<file path="config.mk">
export PLATFORM = sky130hd
export DESIGN_NAME = uart_tx_fifo
export DESIGN_NICKNAME = d
export VERILOG_FILES = /design/src/rtl/uart_pkg.sv /design/src/rtl/uart_fifo_mem.sv /design/src/rtl/uart_tx_fifo.sv
export SDC_FILE = /design/constraint.sdc
export NUM_CORES = 1
export LEC_CHECK = 0
export ABC_AREA = 1
export CORE_ASPECT_RATIO = 0.9
export CORE_MARGIN = 5
export CORE_UTILIZATION = 55
export CTS_BUF_LIST = sky130_fd_sc_hd__clkbuf_8 sky130_fd_sc_hd__clkbuf_16
export DETAILED_ROUTE_END_ITERATION = 6
export PLACE_DENSITY = 0.73
export SYNTH_ARGS = -nofsm -noshare
export SYNTH_HDL_FRONTEND = slang
export SYNTH_HIERARCHICAL = 1
export SYNTH_SLANG_ARGS = --single-unit
</file>
<file path="constraint.sdc">
create_clock -name clk -period 2.6 [get_ports clk]
set_input_delay 0.39 -clock clk [delete_from_list [all_inputs] [get_ports clk]]
set_output_delay 0.39 -clock clk [all_outputs]
set_load 0.01 [all_outputs]
</file>
<file path="src/rtl/uart_pkg.sv">
// Shared UART datapath definitions: default word geometry, the buffered
// word type, FIFO operation codes and the pointer-width helper.
package uart_pkg;

  localparam int unsigned DEFAULT_BITS_PER_WORD = 8;
  localparam int unsigned DEFAULT_W_OUT         = 16;
  localparam int unsigned DEFAULT_NUM_WORDS     = DEFAULT_W_OUT / DEFAULT_BITS_PER_WORD;

  // Character 0 sits in the low slot.
  typedef logic [DEFAULT_NUM_WORDS-1:0][DEFAULT_BITS_PER_WORD-1:0] uart_word_t;

  // What the FIFO does to its occupancy on a given edge.
  typedef enum logic [1:0] {
    OP_IDLE = 2'b00,
    OP_POP  = 2'b01,
    OP_PUSH = 2'b10,
    OP_BOTH = 2'b11
  } fifo_op_e;

  // Address width for a power-of-two depth; never below one bit.
  function automatic int unsigned ptr_w(input int unsigned depth);
    return (depth > 1) ? $clog2(depth) : 1;
  endfunction

endpackage

</file>
<file path="src/rtl/uart_fifo_mem.sv">
// Word storage for the UART TX FIFO: synchronous write port, asynchronous
// read port. Contents are intentionally not reset.
module uart_fifo_mem
  import uart_pkg::*;
#(
  parameter int unsigned DEPTH = 16,
  parameter int unsigned W_OUT = DEFAULT_W_OUT,
  localparam int unsigned AW   = ptr_w(DEPTH)
) (
  input  logic             i_clk,
  input  logic             i_we,
  input  logic [AW-1:0]    i_waddr,
  input  logic [W_OUT-1:0] i_wdata,
  input  logic [AW-1:0]    i_raddr,
  output logic [W_OUT-1:0] o_rdata
);

  logic [W_OUT-1:0] r_mem [DEPTH];

  // Write the incoming word on an accepted push.
  always_ff @(posedge i_clk) begin
    if (i_we) begin
      r_mem[i_waddr] <= i_wdata;
    end
  end

  // Head word falls through combinationally.
  always_comb begin
    o_rdata = r_mem[i_raddr];
  end

endmodule

</file>
<file path="src/rtl/uart_tx_fifo.sv">
// First-word-fall-through word FIFO feeding the UART transmitter.
// Optional occupancy outputs (level, almost_full) are built only when the
// macro UART_TX_FIFO_LEVEL_EN is defined.
module uart_tx_fifo
  import uart_pkg::*;
#(
  parameter int unsigned BITS_PER_WORD = DEFAULT_BITS_PER_WORD,
  parameter int unsigned W_OUT         = DEFAULT_W_OUT,
  parameter int unsigned DEPTH         = 16,
  parameter int unsigned AFULL_THRESH  = 12,
  localparam int unsigned NUM_WORDS    = W_OUT / BITS_PER_WORD,
  localparam int unsigned PW           = ptr_w(DEPTH),
  localparam int unsigned CW           = PW + 1
) (
  input  logic                                    clk,
  input  logic                                    rst,
  input  logic                                    s_valid,
  output logic                                    s_ready,
  input  logic [NUM_WORDS-1:0][BITS_PER_WORD-1:0] s_data,
  output logic                                    m_valid,
  input  logic                                    m_ready,
  output logic [NUM_WORDS-1:0][BITS_PER_WORD-1:0] m_data
`ifdef UART_TX_FIFO_LEVEL_EN
  ,
  output logic [CW-1:0]                           level,
  output logic                                    almost_full
`endif
);

  localparam logic [CW-1:0] FULL_CNT  = CW'(DEPTH);
  localparam logic [CW-1:0] AFULL_CNT = CW'(AFULL_THRESH);

  // Reject illegal geometries at elaboration.
  if ((DEPTH < 2) || ((DEPTH & (DEPTH - 1)) != 0)) begin : g_bad_depth
    $error("uart_tx_fifo: DEPTH must be a power of two >= 2");
  end
  if ((W_OUT % BITS_PER_WORD) != 0) begin : g_bad_width
    $error("uart_tx_fifo: W_OUT must be a multiple of BITS_PER_WORD");
  end
  if (AFULL_THRESH > DEPTH) begin : g_bad_thresh
    $error("uart_tx_fifo: AFULL_THRESH exceeds DEPTH");
  end

  logic [PW-1:0]    r_wr_ptr;
  logic [PW-1:0]    r_rd_ptr;
  logic [CW-1:0]    r_count;
  logic [CW-1:0]    w_count_nxt;
  logic             w_push;
  logic             w_pop;
  logic             w_s_ready;
  logic             w_m_valid;
  logic [W_OUT-1:0] w_rd_word;
  fifo_op_e         w_op;

  // Handshake qualifiers from registered state only; no m_ready->s_ready path.
  always_comb begin
    w_s_ready = (r_count != FULL_CNT) && !rst;
    w_m_valid = (r_count != '0);
    w_push    = s_valid && w_s_ready;
    w_pop     = w_m_valid && m_ready;
  end

  // Classify the edge and derive the next occupancy.
  always_comb begin
    w_op        = OP_IDLE;
    w_count_nxt = r_count;
    case ({w_push, w_pop})
      2'b10:   w_op = OP_PUSH;
      2'b01:   w_op = OP_POP;
      2'b11:   w_op = OP_BOTH;
      default: w_op = OP_IDLE;
    endcase
    case (w_op)
      OP_PUSH: w_count_nxt = r_count + CW'(1);
      OP_POP:  w_count_nxt = r_count - CW'(1);
      default: w_count_nxt = r_count;
    endcase
  end

  // Pointer and occupancy registers; pointers wrap naturally (power-of-two depth).
  always_ff @(posedge clk) begin
    if (rst) begin
      r_wr_ptr <= '0;
      r_rd_ptr <= '0;
      r_count  <= '0;
    end else begin
      if (w_push) begin
        r_wr_ptr <= r_wr_ptr + PW'(1);
      end
      if (w_pop) begin
        r_rd_ptr <= r_rd_ptr + PW'(1);
      end
      r_count <= w_count_nxt;
    end
  end

  uart_fifo_mem #(
    .DEPTH (DEPTH),
    .W_OUT (W_OUT)
  ) u_mem (
    .i_clk   (clk),
    .i_we    (w_push),
    .i_waddr (r_wr_ptr),
    .i_wdata (s_data),
    .i_raddr (r_rd_ptr),
    .o_rdata (w_rd_word)
  );

  assign s_ready = w_s_ready;
  assign m_valid = w_m_valid;
  assign m_data  = w_rd_word;

`ifdef UART_TX_FIFO_LEVEL_EN
  logic [CW-1:0] r_level;
  logic          r_afull;

  // Occupancy outputs load from the next count so they move with r_count.
  always_ff @(posedge clk) begin
    if (rst) begin
      r_level <= '0;
      r_afull <= 1'b0;
    end else begin
      r_level <= w_count_nxt;
      r_afull <= (w_count_nxt >= AFULL_CNT);
    end
  end

  assign level       = r_level;
  assign almost_full = r_afull;
`endif

endmodule

</file>
# Word level (Yosys, flattened, before mapping)
# Memories as Yosys holds them, arrays and structs flattened. A register that Yosys moved wholly into a read port is not among the register bits.
# Index checks and enable logic that the tools add are counted.
# classes
add_sub_neg	4
n_mul	0
div	0
magnitude_cmp	0
eq_ne	6
n_shift	0
n_mux	6
bitwise	0
n_reduce_logical	6
# ops
op	count
case mux 5 bit (2 select lines)	1
adder 4 x 1 -> 4 bit, second input constant	2
two-way mux 4 bit	2
equality test 2 bit, second input constant	3
case mux 2 bit (3 select lines)	1
adder 5 x 1 -> 5 bit, second input constant	1
!= test 5 bit, second input constant	1
nonzero test 5 bit	1
subtractor 5 x 1 -> 5 bit, second input constant	1
equality test 2 x 1 -> 1 bit, second input constant	2
logical AND 1 bit	3
two-way mux 1 bit	2
nonzero test 2 bit	1
logical NOT 1 bit	1
# totals
ff_bits	13
latch_bits	0
ram_bits	256
mem_bits_ro	0
input_bits	20
output_inout_bits	18
n_memories	1
# mem_list
memory	words	word_bits	rd	rd_clocked_by_memory_dff	write_ports	line	source
u_mem.r_mem	16	16	1	1	1	uart_fifo_mem.sv:18	logic [W_OUT-1:0] r_mem [DEPTH];

# Depth between registers and ports, before layout
# Gate-level depths: netlist of run 1.
# logic_depth
ltp_word	7
ltp_mapped	13
ltp_nobuf	13

# Cells and area by module
# Netlist of run 1, hierarchy kept.
# modules_own_cells
module	instances	cells_per_inst	area_each_um2	seq_area_each_um2
uart_fifo_mem	1	1058	11060.6	7687.4
uart_tx_fifo	1	111	807.0	260.2

# Worst setup path after synthesis of run 1
# No wires, ideal clock.
# synth_timing
path_type	reg-to-reg
startpoint	register r_count[0]
endpoint	memory u_mem/r_mem[12][0] (netlist name) (enable)
setup_ns	0.388
t_arrival_ns	1.650
t_required_ns	2.212
slack_ns	0.561
stages_incl_launch_ff	7
path_buffers	0
synth_period_minus_slack_ns	2.039
path_cell_list	dfxtp_1 > nor2_4 > nand3_4 > nand3_2 > inv_1 > nand3_1 > nor2_1
# synth_via
elab_chain_len	5
# synth_lines
element	line	source
start, declared	uart_tx_fifo.sv:46	logic [CW-1:0] r_count;
start signal, assigned	uart_tx_fifo.sv:93	r_count <= w_count_nxt;
!= test 5 bit	uart_tx_fifo.sv:57	w_s_ready = (r_count != FULL_CNT) && !rst;
logical AND 1 bit	uart_tx_fifo.sv:57	
logical AND 1 bit	uart_tx_fifo.sv:59	w_push = s_valid && w_s_ready;
net w_push	uart_tx_fifo.sv:48	logic w_push;
two-way mux 1 bit	uart_fifo_mem.sv:22	if (i_we) begin
two-way mux 1 bit (implied by the code)	uart_fifo_mem.sv:23	r_mem[i_waddr] <= i_wdata;
end, declared	uart_fifo_mem.sv:18	
# The timed path passes the listed nets, and every way through them passes these cells.

==> results.json, run 1 <==
{
  "syn_nets": 1196,
  "synth-seq-cells": 269,
  "hp-class": "reg -> reg",
  "finClkSkew_ns": 0.0104,
  "critPathLaunchType": "flip-flop",
  "synthCells": 1169,
  "numCtsBuffers": 27,
  "path_class": "reg -> out",
  "cts_setup_buffers": 0,
  "drc": 1,
  "fmax_mhz": 364,
  "cp_slowest_cell": "clkdlybuf4s50_1",
  "dp_hpwl_um": 16200,
  "maxSlewHeadroom_pct": 57.0,
  "peakVddDrop_v": 0.000706,
  "grt_antenna_before_repair": 2,
  "drt_iter0_drc": 949,
  "clock_sinks": 269,
  "wire_per_inst_um": 18.4,
  "cpMostUsedCell": "nand2_1",
  "cell_internal_pwr_mw": 8.24,
  "htreeDepth": 1,
  "violations": "DRC, setup timing",
  "fin_cells": 1542,
  "power.switching_mw": 3.76,
  "finalWorstSetupSlack_ns": -0.145,
  "wl_um": 28300,
  "antenna_cells": 0,
  "power_frac_clock_pct": 30.5,
  "comb_power_share_pct": 28.0,
  "syn-cell-area_um2": 11900,
  "finalMaxSlewViolations": 0,
  "multi_input_area_um2": 2840,
  "worstPathArrival_ns": 2.35,
  "dieArea_um2": 24600,
  "gr-total-overflow": 0,
  "vias_per_cell": 5.40,
  "antenna_left": 0,
  "critPathMaxFanout": 65,
  "synth_warnings": 6,
  "syn_to_final_growth_pct": 15.9,
  "power_density_nw_per_um2": 872,
  "start_util_pct": 55.4,
  "place_inst": 1490,
  "worstPathRequired_ns": 2.21,
  "maxCapViolCount": 0,
  "seq_power_share_pct": 41.5,
  "final-seq-area_um2": 7950,
  "die_x_um": 165,
  "endpoint_kind": "output pin",
  "worstPathCellList": "buf_12, nand2_1, nand2_1, nand2_1, nand3_1, nand3_1, nand2_1, clkdlybuf4s50_1",
  "critPathMaxStageDelay_ns": 0.56,
  "grt_pass1_vias": 7897,
  "swShare_pct": 31.3,
  "ios": 38,
  "tritoncts": "done",
  "placement_rows": 51,
  "synth.distinct_cells": 28,
  "vias": 8320,
  "port_buffers": 37,
  "min_period_ns": 2.74,
  "drive_above_1_share_pct": 9.19,
  "hold_violations": 0,
  "clkSlewWorstSetupHoldPaths_ns": 0.06,
  "core_um2": 21400,
  "clk_path_buf_depth": 3,
  "die_h_um": 149,
  "grt_max_degree": 67,
  "fillers": 1663,
  "firstDrtPassIters": 7,
  "cts_root_buf": "clkbuf_16",
  "final_nets": 1258,
  "outcome": "complete, but fails checks",
  "rsz0062_at_grt": "true",
  "fin_util_pct": 64.2,
  "syn_avg_cell_area_um2": 10.2,
  "setup_violations": 1,
  "min_period_over_period_pct": 106,
  "grt_pass1_wl_um": 44400,
  "ys_seq_area_share_pct": 67.0,
  "gp_congestion": 0.826,
  "clk_latency_ns": 0.53,
  "leakage_nw": 6.00,
  "grtUsageTotal_pct": 23.6,
  "worst_pin_slew_ns": 0.643
}
-- area by class of cell --
type / instances / area share (%)
clock buffer: 29 / 5.11
clock inverter: 20 / 1.02
inverter: 216 / 5.98
multi-input combinational: 632 / 20.6
timing repair buffer: 85 / 6.80
sequential: 269 / 57.8
tap: 291 / 2.65
-- Yosys cell counts --
cell type / n / area [um^2]
nor3_1: 1 / 5.00
nor2_4: 2 / 22.5
a21oi_1: 7 / 35.0
dfxtp_1: 13 / 260
nand2_4: 1 / 11.3
inv_1: 211 / 792
nand2_1: 362 / 1360
buf_6: 3 / 33.8
ha_1: 6 / 75.1
buf_4: 19 / 143
buf_1: 1 / 3.75
nand3_1: 203 / 1020
clkbuf_1: 10 / 37.5
o21ai_0: 5 / 25.0
nand4_1: 1 / 6.26
xor2_1: 2 / 17.5
nor2_1: 33 / 124
edfxtp_1: 256 / 7690
clkinv_1: 1 / 3.75
nand3_4: 2 / 35.0
nor2_2: 1 / 6.26
inv_2: 4 / 15.0
nand3_2: 1 / 10.0
o21ai_1: 1 / 5.00
nand3b_1: 2 / 15.0
a21oi_2: 1 / 8.76
buf_2: 19 / 95.1
fa_1: 1 / 20.0
-- per-layer routing --
layer	share of wire (%)	GRT usage, %
met1	39	33.4
met2	48	38.4
met3	9.7	3.81
met4	2.7	6.57
met5	0.12	0
-- path summary, 6_finish.rpt --
check                            from                       to  slack [ns]  cells after the start
min           r_count[0]$_SDFFE_PP0P_  r_count[0]$_SDFFE_PP0P_        0.57                      1
max          r_rd_ptr[0]$_SDFFE_PP0P_                m_data[6]       -0.14                      8
max reg2reg   r_count[0]$_SDFFE_PP0P_  r_count[3]$_SDFFE_PP0P_        0.55                     12
min reg2reg   r_count[0]$_SDFFE_PP0P_  r_count[0]$_SDFFE_PP0P_        0.57                      1
-- metrics by stage --
step           power, mW  setup slack, ns  area (um^2)  hold slack [ns]  setup TNS (ns)
3_5_place_dp        8.28            0.268        12800            0.551               0
5_1_grt             12.6           -0.253        13800            0.585          -0.253
3_3_place_gp        8.23            0.322        12800            0.539               0
2_1_floorplan       7.17            0.561        11900            0.452               0
4_1_cts             12.1           -0.162        13700            0.564           -1.02
6_report            12.0           -0.145        13800            0.571          -0.145
-- state kept, by name, indices dropped and copies added (netlist names) --
| signal | cells |
|---|---|
| r_wr_ptr | 4 |
| r_rd_ptr | 4 |
| u_mem/r_mem | 256 |
| r_count | 5 |
-- power by group through the flow --
stage | Clock (mW) | Combinational (mW) | Sequential (mW)
floorplan | 0 | 2.14 | 5.03
global placement | 0 | 3.17 | 5.05
detailed placement | 0 | 3.22 | 5.06
CTS | 3.71 | 3.37 | 4.98
global route | 3.89 | 3.71 | 4.99
finish | 3.66 | 3.36 | 4.98
-- worst max-delay path, delay by kind of cell (launching register included) --
kind                   cells  cell delay, ns
flip-flops                 1            0.42
AND/OR/NAND/NOR            6            0.55
buffers and inverters      2            0.86
-- what timing repair did --
action | 4_1_cts | 5_1_grt
cloned | 3 | 0
hold buffers | 0 | 0
resized for setup | 14 | 10
setup endpoints to repair | 16 | 9
-- cells in the final DEF, fill, tap and decap left out, drive strengths merged, types with 2 or more instances in the layout --
cell and instances:
a21oi 8, buf 46, bufbuf 2, bufinv 2, clkbuf 30, clkdlybuf4s50 22, clkinv 8, dfxtp 13
dlygate4sd2 7, dlymetal6s2s 7, edfxtp 256, ha 6, inv 226, nand2 363, nand3 206, nand3b 2
nor2 36, o21ai 6, xor2 2
-- cell families (layout without fill, tap and decap cells) --
kind of cell	after synthesis	in the layout	share of synthesized area (%)
adder cells (fa/ha/maj)	7	7	0.801
flip-flops	269	269	67.0
AND/OR/NAND/NOR	609	609	22.0
XOR/XNOR	2	2	0.148
AO/OA/AOI/OAI	14	14	0.622
buffers and inverters	268	350	9.47
(Power assumes the default switching activity.)
==> inputs of run 2 (changes only) <==
--- a/config.mk
+++ b/config.mk
@@ -11,6 +11,7 @@
 export CORE_UTILIZATION = 55
 export CTS_BUF_LIST = sky130_fd_sc_hd__clkbuf_8 sky130_fd_sc_hd__clkbuf_16
 export DETAILED_ROUTE_END_ITERATION = 6
+export GPL_TIMING_DRIVEN = 0
 export PLACE_DENSITY = 0.73
 export SYNTH_ARGS = -nofsm -noshare
 export SYNTH_HDL_FRONTEND = slang
==> run 2 against run 1 <==
Net effect: the run now ends clean; sequential cell count unchanged; fmax up 8.4%; register-to-register slack worse by 0.19 ns; largest cell class unchanged; die area unchanged; sequential power about the same; utilization up 0.89 points; worst hold slack worse by 0.074 ns.
==> results.json, run 2 (synthesis results as in run 1) <==
{
  "comb_power_share_pct": 29.2,
  "fin_util_pct": 65.1,
  "antenna_left": 0,
  "hp-class": "reg -> reg",
  "grtUsageTotal_pct": 24.5,
  "dp_hpwl_um": 19700,
  "min_period_ns": 2.53,
  "leakage_nw": 6.03,
  "htreeDepth": 1,
  "maxCapViolCount": 0,
  "place_inst": 1513,
  "top_register": "u_mem/r_mem",
  "worstPathRequired_ns": 2.21,
  "place_ws_ns": -0.0824,
  "cts_root_buf": "clkbuf_16",
  "worst_pin_slew_ns": 0.680,
  "numCtsBuffers": 28,
  "core_um2": 21400,
  "maxSlewHeadroom_pct": 54.5,
  "swShare_pct": 32.3,
  "gr-total-overflow": 0,
  "dieArea_um2": 24600,
  "fillers": 1607,
  "clkSlewWorstSetupHoldPaths_ns": 0.06,
  "final_nets": 1280,
  "port_buffers": 37,
  "gp_congestion": 0.846,
  "grt_pass1_wl_um": 45000,
  "worstPathArrival_ns": 2.14,
  "seq_power_share_pct": 39.8,
  "hold_violations": 0,
  "setup_violations": 0,
  "whs_endpoint": "r_rd_ptr[2]$_SDFFE_PP0P_",
  "critPathMaxStageDelay_ns": 0.36,
  "final-seq-area_um2": 7950,
  "critPathMaxFanout": 10,
  "finClkSkew_ns": 0.0135,
  "rsz0062_at_grt": "false",
  "vias_per_cell": 5.37,
  "wl_um": 29700,
  "ios": 38,
  "cp_slowest_cell": "dfxtp_2",
  "syn_to_final_growth_pct": 17.5,
  "regToRegSetupSlack_ns": 0.36,
  "clock_sinks": 269,
  "hold_start": "r_rd_ptr[2]$_SDFFE_PP0P_",
  "cpMostUsedCell": "buf_4",
  "firstDrtPassIters": 5,
  "grt_antenna_before_repair": 0,
  "reg_top3": "u_mem/r_mem x256, r_count x5",
  "min_period_over_period_pct": 97.4,
  "ctsHoldBuffers": 0,
  "die_x_um": 165,
  "grt_pass1_vias": 8173,
  "cell_internal_pwr_mw": 8.45,
  "r2r_start": "r_count[0]$_SDFFE_PP0P_",
  "multi_input_area_um2": 2870,
  "hold_depth": 2,
  "finalWorstSetupSlack_ns": 0.0687,
  "power_frac_clock_pct": 31.0,
  "tritoncts": "done",
  "finalMaxSlewViolations": 0,
  "fin_cells": 1566,
  "rr_worst_depth": 7,
  "drive_above_1_share_pct": 11.8,
  "power.switching_mw": 4.03,
  "start_util_pct": 55.4,
  "r2r-end": "u_mem/r_mem[6][8]$_DFFE_PP_",
  "antenna_cells": 0,
  "critPathLaunchType": "flip-flop",
  "worstPathCellList": "buf_4, clkinvlp_4, buf_4, nand3_1, nand3_2, nand2_1, dlygate4sd2_1",
  "clk_path_buf_depth": 3,
  "fmax_mhz": 395,
  "path_class": "reg -> out",
  "outcome": "completed",
  "drc": 0,
  "power_density_nw_per_um2": 895,
  "largest_reg_flops": 256,
  "layout_commonest_cell": "nand2_1",
  "placement_rows": 51,
  "endpoint_kind": "output pin",
  "grt_max_degree": 17,
  "die_h_um": 149,
  "wire_per_inst_um": 19.0,
  "final_cell_mix": "nand2_1 (362), edfxtp_1 (256), inv_1 (214)",
  "drt_iter0_drc": 970,
  "peakVddDrop_v": 0.000639,
  "clk_latency_ns": 0.54,
  "vias": 8405
}
## run 2: what timing repair did
item / CTS / global route
gates resized for setup: 72 / 19
endpoints found under the setup margin: 16 / 14
endpoints found under the hold margin: 0 / 0
pin swaps: 0 / 2
setup buffers: 1 / 0
## run 2: how the worst max path moves through the flow
stage | start | endpoint | slack (ns)
global placement | rst | u_mem/r_mem[6][9]$_DFFE_PP_ | -0.60
floorplan | r_count[0]$_SDFFE_PP0P_ | u_mem/r_mem[12][0]$_DFFE_PP_ | 0.56
CTS | r_rd_ptr[0]$_SDFFE_PP0P_ | m_data[10] | -0.15
finish | r_rd_ptr[2]$_SDFFE_PP0P_ | m_data[4] | 0.07
detailed placement | r_rd_ptr[1]$_SDFFE_PP0P_ | m_data[10] | -0.08
global route | r_rd_ptr[0]$_SDFFE_PP0P_ | m_data[12] | 0.001
## run 2: power by group through the flow
stage               Combinational [mW]  Sequential [mW]  Clock [mW]
finish                            3.64             4.97        3.87
global route                      3.94             4.98        4.12
CTS                               3.58             4.97        3.92
detailed placement                3.51             5.05           0
global placement                  3.41             5.04           0
floorplan                         2.14             5.03           0
## run 2: critical path, delay by kind of cell, from the launching register on
| kind | cells | cell delay (ns) |
|---|---|---|
| flops | 1 | 0.36 |
| buf+inv | 4 | 0.85 |
| simple gates | 3 | 0.38 |
## run 2: layout make-up
type,count,area share (%)
Clock buffer,29,5.20
Tap cell,291,2.61
Buffer,52,3.27
Multi-Input combinational cell,632,20.6
Timing Repair Buffer,54,4.15
Inverter,216,5.88
Clock inverter,23,1.26
Sequential cell,269,57.0
## run 2: per-stage QoR
step                      power [mW]  TNS [ns]  cell area [um^2]  hold slack (ns)
after floorplan                 7.17         0             11900            0.452
after global placement          8.46   -131.46             12600            0.505
after detailed placement        8.56    -0.247             12900            0.505
after CTS                       12.5    -0.159             13900            0.518
after global routing            13.0         0             13900            0.521
final                           12.5         0             13900            0.496
## run 2: routing by layer
layer / share of wire (%) / routed length, um / global-route usage [%]
met5: 0 / 0 / 0
met3: 9.4 / 2790 / 4.23
met1: 39 / 11700 / 33.4
met4: 3.7 / 1100 / 8.65
met2: 47 / 14100 / 39.9
==> inputs of run 3 (changes only) <==
--- a/config.mk
+++ b/config.mk
@@ -13,7 +13,9 @@
 export DETAILED_ROUTE_END_ITERATION = 6
 export GPL_TIMING_DRIVEN = 0
 export PLACE_DENSITY = 0.73
+export SKIP_CTS_REPAIR_TIMING = 1
 export SYNTH_ARGS = -nofsm -noshare
 export SYNTH_HDL_FRONTEND = slang
 export SYNTH_HIERARCHICAL = 1
 export SYNTH_SLANG_ARGS = --single-unit
+export TNS_END_PERCENT = 1
==> run 3 against run 2 <==
Net effect: the flow now finishes with violations (setup timing); via count up 0.62%; worst setup slack worse by 0.30 ns; utilization down 0.13 points; die area unchanged; global-route usage down 0.17 points; cell count about the same; total power about the same; clock power about the same; sequential share of layout area up 0.11 points; combinational power about the same; routed wire length down 0.91%; register-to-register slack about the same; critical path type unchanged; largest power group unchanged.
==> results.json, run 3 (synthesis results as in run 1) <==
{
  "die_h_um": 149,
  "wire_per_inst_um": 18.8,
  "dp_hpwl_um": 19700,
  "firstDrtPassIters": 6,
  "violations": "setup timing",
  "clk_path_buf_depth": 3,
  "final_cell_mix": "nand2_1 (361), edfxtp_1 (256), inv_1 (215)",
  "r2r_start": "r_count[0]$_SDFFE_PP0P_",
  "ios": 38,
  "worstPathRequired_ns": 2.21,
  "largest_reg_flops": 256,
  "worstPathArrival_ns": 2.44,
  "cts_root_buf": "clkbuf_16",
  "drive_above_1_share_pct": 11.5,
  "start_util_pct": 55.4,
  "crit_path_end": "m_data[0]",
  "fillers": 1616,
  "vias_per_cell": 5.40,
  "grt_max_degree": 17,
  "wl_met1_um": 11600,
  "min_period_over_period_pct": 109,
  "clk_latency_ns": 0.54,
  "power.total_mw": 12.5,
  "critPathLaunchType": "flip-flop",
  "finalMaxSlewViolations": 0,
  "final_nets": 1279,
  "reg_top3": "u_mem/r_mem x256, r_count x5",
  "hold_violations": 0,
  "min_period_ns": 2.83,
  "wl_um": 29400,
  "tritoncts": "done",
  "rr_worst_depth": 7,
  "core_um2": 21400,
  "top_register": "u_mem/r_mem",
  "hp-class": "reg -> reg",
  "wl_met2_um": 13900,
  "dieArea_um2": 24600,
  "wl_met3_um": 2980,
  "clkSlewWorstSetupHoldPaths_ns": 0.06,
  "numCtsBuffers": 28,
  "gp_congestion": 0.846,
  "port_buffers": 37,
  "fmax_mhz": 354,
  "endpoint_kind": "output pin",
  "path_class": "reg -> out",
  "regToRegSetupSlack_ns": 0.37,
  "grtUsageTotal_pct": 24.3,
  "drt_iter0_drc": 919,
  "leakage_nw": 6.06,
  "syn_to_final_growth_pct": 17.3,
  "placement_rows": 51,
  "htreeDepth": 1,
  "grt_pass1_wl_um": 44800,
  "top_layer": "met4",
  "power_density_nw_per_um2": 897,
  "tns_ns": -1.34,
  "peakVddDrop_v": 0.000640,
  "critPathMaxFanout": 10,
  "maxSlewHeadroom_pct": 54.1,
  "worst_pin_slew_ns": 0.686,
  "layout_commonest_cell": "nand2_1",
  "finalWorstSetupSlack_ns": -0.226,
  "finClkSkew_ns": 0.0132,
  "setup_violations": 7,
  "r2r-end": "u_mem/r_mem[6][8]$_DFFE_PP_",
  "outcome": "complete, but fails checks",
  "grt_antenna_before_repair": 0,
  "drc": 0,
  "rsz0062_at_grt": "true",
  "gr-total-overflow": 0,
  "clock_sinks": 269,
  "critPathLaunch": "r_rd_ptr[0]$_SDFFE_PP0P_",
  "grt_pass1_vias": 8174,
  "maxCapViolCount": 0,
  "die_x_um": 165,
  "vias": 8457,
  "antenna_left": 0,
  "antenna_cells": 0
}
## run 3: cell types whose count changed in the layout (fill, tap and decap cells not counted), sizes merged
cell	previous run	this run
buf	59	53
clkdlybuf4s50	21	28
clkbuf	42	44
inv	218	219
dlymetal6s2s	1	9
clkinvlp	3	2
dlygate4sd2	12	0
## run 3: how the worst min path moves through the flow
stage / from / end / slack, ns / cells after the start
after floorplan: rst / r_rd_ptr[2]$_SDFFE_PP0P_ / 0.45 / 1
after global placement: r_rd_ptr[2]$_SDFFE_PP0P_ / r_rd_ptr[2]$_SDFFE_PP0P_ / 0.51 / 2
after detailed placement: r_rd_ptr[2]$_SDFFE_PP0P_ / r_rd_ptr[2]$_SDFFE_PP0P_ / 0.51 / 2
after CTS: r_rd_ptr[2]$_SDFFE_PP0P_ / r_rd_ptr[2]$_SDFFE_PP0P_ / 0.51 / 2
after global routing: r_rd_ptr[2]$_SDFFE_PP0P_ / r_rd_ptr[2]$_SDFFE_PP0P_ / 0.55 / 2
final: r_rd_ptr[2]$_SDFFE_PP0P_ / r_rd_ptr[2]$_SDFFE_PP0P_ / 0.52 / 2
## run 3: metal layers
| layer | track usage [%] | vias up |
|---|---|---|
| li1 | - | 3938 |
| met1 | 33.0 | 3991 |
| met2 | 39.3 | 451 |
| met3 | 4.67 | 77 |
| met4 | 8.98 | 0 |
| met5 | 0 | - |
## run 3: critical path: stages, from the launching register on
cell	delay [ns]
dfxtp_4	0.39
buf_4	0.20
buf_4	0.23
nand2_1	0.07
nand2_1	0.08
nand2_1	0.06
nand3_1	0.10
nand3_1	0.12
nand2_1	0.11
clkdlybuf4s50_1	0.54
## run 3: final cells by class
cell class / count / area [um^2] / share of cell area [%]
Inverter: 216 / 815 / 5.85
Timing Repair Buffer: 53 / 622 / 4.47
Multi-Input combinational cell: 632 / 2870 / 20.6
Clock inverter: 23 / 176 / 1.27
Buffer: 52 / 390 / 2.80
Clock buffer: 29 / 726 / 5.21
Tap cell: 291 / 364 / 2.62
Sequential cell: 269 / 7950 / 57.1
## run 3: power by group
part           total, mW  switching, mW  internal (mW)
sequential          4.96         0.0988           4.86
clock               3.87           1.57           2.30
combinational       3.64           2.33           1.31
total               12.5           4.00           8.48
## run 3: metrics by stage
stage,hold WS [ns],setup WS [ns],instance area (um^2),cells,util [%]
3_5_place_dp,0.505,-0.0824,12900,1513,60.0
2_1_floorplan,0.452,0.561,11900,1169,-
4_1_cts,0.514,-0.668,13800,1565,64.2
3_3_place_gp,0.505,-0.596,12600,1497,58.8
6_report,0.521,-0.226,13900,1565,64.9
5_1_grt,0.551,-0.314,13900,1565,64.9
